`src/rtl/lbp_pkg.sv`:
```
// Shared constants, FSM state encoding and the border-address helper for the
// LBP host port.
package lbp_pkg;

  localparam int ADDR_W     = 14;
  localparam int DATA_W     = 8;
  localparam int IMG_W      = 128;
  localparam int EXP_WRITES = (IMG_W - 2) * (IMG_W - 2);

  // Column index width; the row index occupies the remaining upper bits.
  localparam int COL_W = $clog2(IMG_W);

  localparam logic [ADDR_W-1:0] WR_MAX  = '1;
  localparam logic [ADDR_W-1:0] EXP_CNT = ADDR_W'(EXP_WRITES);

  typedef enum logic [1:0] {
    IDLE  = 2'd0,
    SERVE = 2'd1,
    DRAIN = 2'd2,
    DONE  = 2'd3
  } lbp_state_t;

  // True when the row-major address sits on the first/last row or column.
  function automatic logic is_border(input logic [ADDR_W-1:0] a);
    logic [ADDR_W-COL_W-1:0] row;
    logic [COL_W-1:0]        col;
    row = a[ADDR_W-1:COL_W];
    col = a[COL_W-1:0];
    return (row == '0) || (row == '1) || (col == '0) || (col == '1);
  endfunction

endpackage

```
`src/rtl/lbp_res_wr_stage.sv`:
```
// Result write capture: registers an accepted LBP write onto the result SRAM
// port (one cycle latency) and keeps a saturating count of accepted writes.
module lbp_res_wr_stage
  import lbp_pkg::*;
(
  input  logic              clk,
  input  logic              reset_n,
  input  logic              accept,
  input  logic              clr,
  input  logic [ADDR_W-1:0] addr,
  input  logic [DATA_W-1:0] data,
  output logic              res_we,
  output logic [ADDR_W-1:0] res_addr,
  output logic [DATA_W-1:0] res_wdata,
  output logic [ADDR_W-1:0] wr_count
);

  logic              res_we_q,    res_we_d;
  logic [ADDR_W-1:0] res_addr_q,  res_addr_d;
  logic [DATA_W-1:0] res_wdata_q, res_wdata_d;
  logic [ADDR_W-1:0] wr_count_q,  wr_count_d;

  // Next write strobe/address/data and saturating write counter.
  always_comb begin
    res_we_d    = accept;
    res_addr_d  = res_addr_q;
    res_wdata_d = res_wdata_q;
    wr_count_d  = wr_count_q;
    if (accept) begin
      res_addr_d  = addr;
      res_wdata_d = data;
    end
    if (clr) begin
      wr_count_d = '0;
    end else if (accept && (wr_count_q != WR_MAX)) begin
      wr_count_d = wr_count_q + 1'b1;
    end
  end

  // Capture registers; reset drops any write still in flight.
  always_ff @(posedge clk or negedge reset_n) begin
    if (!reset_n) begin
      res_we_q    <= 1'b0;
      res_addr_q  <= '0;
      res_wdata_q <= '0;
      wr_count_q  <= '0;
    end else begin
      res_we_q    <= res_we_d;
      res_addr_q  <= res_addr_d;
      res_wdata_q <= res_wdata_d;
      wr_count_q  <= wr_count_d;
    end
  end

  assign res_we    = res_we_q;
  assign res_addr  = res_addr_q;
  assign res_wdata = res_wdata_q;
  assign wr_count  = wr_count_q;

endmodule

```
`src/rtl/lbp_host_port.sv`:
```
// Host-side responder for the LBP engine: serves image reads from a
// synchronous image SRAM, forwards result writes to the result SRAM, tracks
// frame completion and raises a sticky protocol error.
// Optional build macro LBP_BORDER_CHECK_EN: flag accepted writes whose address
// lies on the image border.
module lbp_host_port
  import lbp_pkg::*;
(
  input  logic              clk,
  input  logic              reset_n,
  input  logic              start,
  input  logic              gray_req,
  input  logic [ADDR_W-1:0] gray_addr,
  output logic              gray_ready,
  output logic [DATA_W-1:0] gray_data,
  input  logic              lbp_valid,
  input  logic [ADDR_W-1:0] lbp_addr,
  input  logic [DATA_W-1:0] lbp_data,
  input  logic              finish,
  output logic              img_rd,
  output logic [ADDR_W-1:0] img_addr,
  input  logic [DATA_W-1:0] img_rdata,
  output logic              res_we,
  output logic [ADDR_W-1:0] res_addr,
  output logic [DATA_W-1:0] res_wdata,
  output logic              busy,
  output logic              done,
  output logic [ADDR_W-1:0] wr_count,
  output logic              err
);

  lbp_state_t        state_q, state_d;
  logic              gray_ready_q, gray_ready_d;
  logic              busy_q, busy_d;
  logic              done_q, done_d;
  logic              rd_pend_q, rd_pend_d;
  logic [DATA_W-1:0] gray_data_q, gray_data_d;
  logic              err_q, err_d;
  logic              enter_serve;
  logic              accept;
  logic [ADDR_W-1:0] final_cnt;

  // Next state, per-state outputs (registered from the next state) and the
  // frame-start clear.
  always_comb begin
    state_d     = state_q;
    enter_serve = 1'b0;
    unique case (state_q)
      IDLE:  if (start) begin state_d = SERVE; enter_serve = 1'b1; end
      SERVE: if (finish) state_d = DRAIN;
      DRAIN: state_d = DONE;
      DONE:  if (start) begin state_d = SERVE; enter_serve = 1'b1; end
      default: state_d = IDLE;
    endcase
    gray_ready_d = (state_d == SERVE);
    busy_d       = (state_d == SERVE) || (state_d == DRAIN);
    done_d       = (state_d == DONE);
  end

  // Read path: SRAM read is issued combinationally; the returned byte is
  // registered in the cycle the SRAM presents it, and held otherwise.
  assign img_rd   = gray_req & gray_ready_q;
  assign img_addr = gray_addr;

  always_comb begin
    rd_pend_d   = img_rd;
    gray_data_d = rd_pend_q ? img_rdata : gray_data_q;
  end

  // Write acceptance, final-count check and sticky error.
  assign accept = lbp_valid && (state_q == SERVE);

  always_comb begin
    final_cnt = (accept && (wr_count != WR_MAX)) ? wr_count + 1'b1 : wr_count;
    err_d     = err_q;
    if (enter_serve) err_d = 1'b0;
    if (lbp_valid && (state_q != SERVE)) err_d = 1'b1;
    if ((state_q == SERVE) && finish && (final_cnt != EXP_CNT)) err_d = 1'b1;
`ifdef LBP_BORDER_CHECK_EN
    if (accept && is_border(lbp_addr)) err_d = 1'b1;
`endif
  end

  // Control and read-data registers.
  always_ff @(posedge clk or negedge reset_n) begin
    if (!reset_n) begin
      state_q      <= IDLE;
      gray_ready_q <= 1'b0;
      busy_q       <= 1'b0;
      done_q       <= 1'b0;
      rd_pend_q    <= 1'b0;
      gray_data_q  <= '0;
      err_q        <= 1'b0;
    end else begin
      state_q      <= state_d;
      gray_ready_q <= gray_ready_d;
      busy_q       <= busy_d;
      done_q       <= done_d;
      rd_pend_q    <= rd_pend_d;
      gray_data_q  <= gray_data_d;
      err_q        <= err_d;
    end
  end

  lbp_res_wr_stage u_res_wr (
    .clk       (clk),
    .reset_n   (reset_n),
    .accept    (accept),
    .clr       (enter_serve),
    .addr      (lbp_addr),
    .data      (lbp_data),
    .res_we    (res_we),
    .res_addr  (res_addr),
    .res_wdata (res_wdata),
    .wr_count  (wr_count)
  );

  assign gray_ready = gray_ready_q;
  assign gray_data  = gray_data_q;
  assign busy       = busy_q;
  assign done       = done_q;
  assign err        = err_q;

endmodule
```
`config.mk`:
```
export PLATFORM = sky130hd
export DESIGN_NAME = lbp_host_port
export DESIGN_NICKNAME = d
export VERILOG_FILES = /design/src/rtl/lbp_pkg.sv /design/src/rtl/lbp_res_wr_stage.sv /design/src/rtl/lbp_host_port.sv
export SDC_FILE = /design/constraint.sdc
export NUM_CORES = 1
export LEC_CHECK = 0
export CORE_MARGIN = 2
export CORE_UTILIZATION = 38
export DETAILED_ROUTE_END_ITERATION = 8
export GPL_TIMING_DRIVEN = 0
export HOLD_SLACK_MARGIN = 0.05
export PLACE_DENSITY_LB_ADDON = 0.25
export SYNTH_ARGS = -nofsm -noshare
export SYNTH_HDL_FRONTEND = slang
export SYNTH_SLANG_ARGS = --single-unit
```
`constraint.sdc`:
```
create_clock -name clk -period 1.9 [get_ports clk]
set_input_delay 0.285 -clock clk [delete_from_list [all_inputs] [get_ports clk]]
set_output_delay 0.285 -clock clk [all_outputs]
set_load 0.05 [all_outputs]
```
==> impl_results.md <==
* Via count at 2052
* R2R depth at 8
* I/O Pins at 114
* HPWL after DPL at 4300 um
* Finished Cell Area at 3919 um2
* First-pass detailed-route iteration total at 4
* Dominant synthesized flop cell: dfrtp_1
* Placed Instances at 390
* Post-synth EDFFs at 0
* YS warnings at 0
* Initial antenna violation count at 0
* Utilization after layout at 61.71%
* Clock Tree Root: clkbuf_8
* Power Density at 1466 nW/um2
* Clock sink total at 52
* Failing checks: negative setup slack
* Period utilization at 106.2%
* Remaining Overflow, GRT at 0
* DR vias/cell at 5.029
* R2R Path End: err$_DFFE_PN0P_
* Die Span Y at 85.23 um
* Cell count after synthesis at 213
* Post-Syn Area at 2507 um2
* Num CTS Buffers at 5
* Slew Viols, Final at 0
* Cell with the most instances after synthesis: dfrtp_1
* Post-DP Area at 3682 um2
* Simple-Gate Fraction of Synth Area at 14.77%
* Antenna Violating Nets Remaining at 0
* Area grow syn2layout at 56.29%
* Seq cells post-synth at 52
* Synth top area share at 51.90%
* CP max-delay cell: or4_4
* Layout cell share with drive strength beyond 1 at 32.93%
* Synth area leader: dfrtp_1
* PnR Total Power at 5.743 mW
* First-pass GRT wire length at 9142 um
* WHS at 0.4645 ns
* Die area at 7264 um2
* Max cap viols at 0
* Worst-path clk slew at 0.10 ns
* Filler cells at 532
* Final Skew at 0.008544 ns
* Post-synthesis xor/xnor area fraction at 2.096%
* Row Count at 29
* Hold Vio Cnt, Final at 0
* Number of global-route vias before repair at 1878
* Clock buffer depth at 2
* Worst min path class: input pin to async pin
* CTS tree: done
* Layout Cells excl Fill at 408
* H-tree depth at 2
* GRT Total Usage at 15.85%
* WL/cell at 14.26 um
* Compound-Gate Fraction of Synth Area at 6.637%
* Starting Density at 39.49%
* Worst R2R Start: state_q[1]$_DFF_PN0_
* WP buf/inv at 1
* Die Width at 85.23 um
* Main combinational cell family by area after synthesis: simple AND/OR/NAND/NOR gates
* Post-synthesis sequential area ratio at 51.90%
* GPL Wtd Cong at 0.8579
* Yosys cell types at 46
* Largest net degree at the start of global routing at 33
* Syn_nets at 269
* Critical Path RT at 2.08 ns
* Largest stage delay on the critical path at 0.51 ns
* Critical Path Source Type: flip-flop
* Core area at 6350 um2
* Most common library cells after synthesis: dfrtp_1, mux2_2, nor2_1, buf_4, nand2_1
* Max Fclk at 495.5 MHz
* DRT Wirelength at 5820 um
* Residual DRC at 0
* Slew HR at 64.27%
* Antenna diodes at 0
* Setup WS pre-CTS at -0.4694 ns
* Clk Latency, worst-skew pair at 0.30 ns
* Crit path max-delay family: simple AND/OR/NAND/NOR gates
* WS Path Type: flip-flop to flip-flop
* Final setup vio count at 2
* Status: complete, but fails checks
* Post-Synth Adder-Cell Area at 2.994%
* Worst-margin pin slew at 0.5343 ns
* Drt first-iter violations at 96
* Final min period at 2.018 ns
* Final net count at 386
* Cells taking the most area after synthesis: dfrtp_1, mux2_2, buf_4
* Port bufs at 99
* Sum Neg Setup Slack at -0.1762 ns
* Crit-path max FO at 3
* Critical Path End Type: flip-flop
* Final setup margin at -0.1183 ns
* VDD IR max at 1.128 mV
* Worst Path Arrival at 2.20 ns
* RSZ-0062 raised after global routing: yes
* Async SR Flop Fraction at 100.0%
* Pleak at 1.737 nW
* R2R Setup Slk at -0.12 ns
* Mux cell area share after synthesis at 14.77%
* Syn_area_per_cell at 11.77 um2
* Worst path cell trace: inv_2, ha_4, and4_4, nand3_4, or4_4, xor2_2, a221oi_2, a31oi_1
[worst reg2reg max path, cell delays in order (launching register included)]
cell and delay [ns]:
dfrtp_1 0.41, inv_2 0.08, ha_4 0.13, and4_4 0.22
nand3_4 0.09, or4_4 0.51, xor2_2 0.17, a221oi_2 0.18
a31oi_1 0.11
[worst max path at each step]
| stage | from | end | slack [ns] | depth (start not counted) |
|---|---|---|---|---|
| floorplan | u_res_wr.wr_count[0]$_DFF_PN0_ | err$_DFFE_PN0P_ | -0.10 | 6 |
| global placement | reset_n | u_res_wr.wr_count[2]$_DFF_PN0_ | -1.23 | 1 |
| detailed placement | lbp_valid | err$_DFFE_PN0P_ | -0.47 | 8 |
| CTS | state_q[1]$_DFF_PN0_ | err$_DFFE_PN0P_ | -0.10 | 8 |
| global route | state_q[1]$_DFF_PN0_ | err$_DFFE_PN0P_ | -0.22 | 8 |
| finish | state_q[1]$_DFF_PN0_ | err$_DFFE_PN0P_ | -0.12 | 8 |
[per-layer routing]
layer	part of all wire [%]	GRT usage, %	vias up
met2	52	26.28	78
met3	6.2	3.016	5
met1	41	20.82	996
met5	0	0	-
li1	-	-	973
met4	1.2	5.628	0
[flip-flops by register name, summed over array words and instances (netlist names)]
register,count
u_res_wr.res_addr,14
u_res_wr.wr_count,14
gray_data,8
u_res_wr.res_wdata,8
state_q,2
busy,1
done,1
err,1
gray_ready,1
rd_pend_q,1
u_res_wr.res_we,1
[cells in the final DEF (no fill, tap or decap), types with 2 or more instances in the layout]
cell,Yosys,final
a21oi_1,3,2
a221oi_2,1,2
a31oi_1,2,2
and2_1,2,2
buf_2,5,4
buf_4,14,24
buf_6,0,3
clkbuf_1,2,2
clkbuf_8,0,5
clkdlybuf4s50_1,0,91
dfrtp_1,52,38
dfrtp_2,0,14
dlygate4sd2_1,0,2
dlymetal6s2s_1,0,5
ha_1,6,4
ha_4,0,2
inv_1,7,5
inv_2,0,2
mux2_2,32,32
nand2_1,10,10
nand3_1,7,7
nand4_1,2,2
nor2_1,18,17
nor2_2,1,2
nor2b_1,2,2
nor3_1,3,3
o21ai_0,5,4
or3_1,4,4
or4_4,0,2
xnor2_1,3,3
xor2_1,3,2
[where the power goes]
group,internal (mW),switching (mW),total [mW]
Clock,0.263,0.364,0.627
Combinational,1.29,2.08,3.37
Sequential,1.52,0.220,1.74
Total,3.08,2.66,5.74
[logic make-up after synthesis]
kind of cell / count (synthesis)
mux: 33
xor+xnor: 6
buf+inv: 30
fa+ha+maj: 6
flops: 52
compound gates: 23
simple gates: 63
[cell type report]
type	instances	area (um2)	area share, %
flip-flops and latches	52	1319	33.65
multi-input cells	131	1125	28.70
repair buffers	110	1094	27.91
plain buffers	23	170.2	4.342
well taps	77	96.34	2.458
clock buffers	6	72.57	1.852
inverters	7	26.28	0.6705
clock inverters	2	16.27	0.4151
[timing repair]
item                                    4_1_cts  5_1_grt
gates cloned                                  0        0
setup buffers                                 4        5
hold buffers                                  1        0
hold endpoints to repair                     20        0
endpoints found under the setup margin       27        8
pin swaps                                     3        3
gates resized for setup                      12       12
Note: power is estimated with default switching activity, not from simulation.
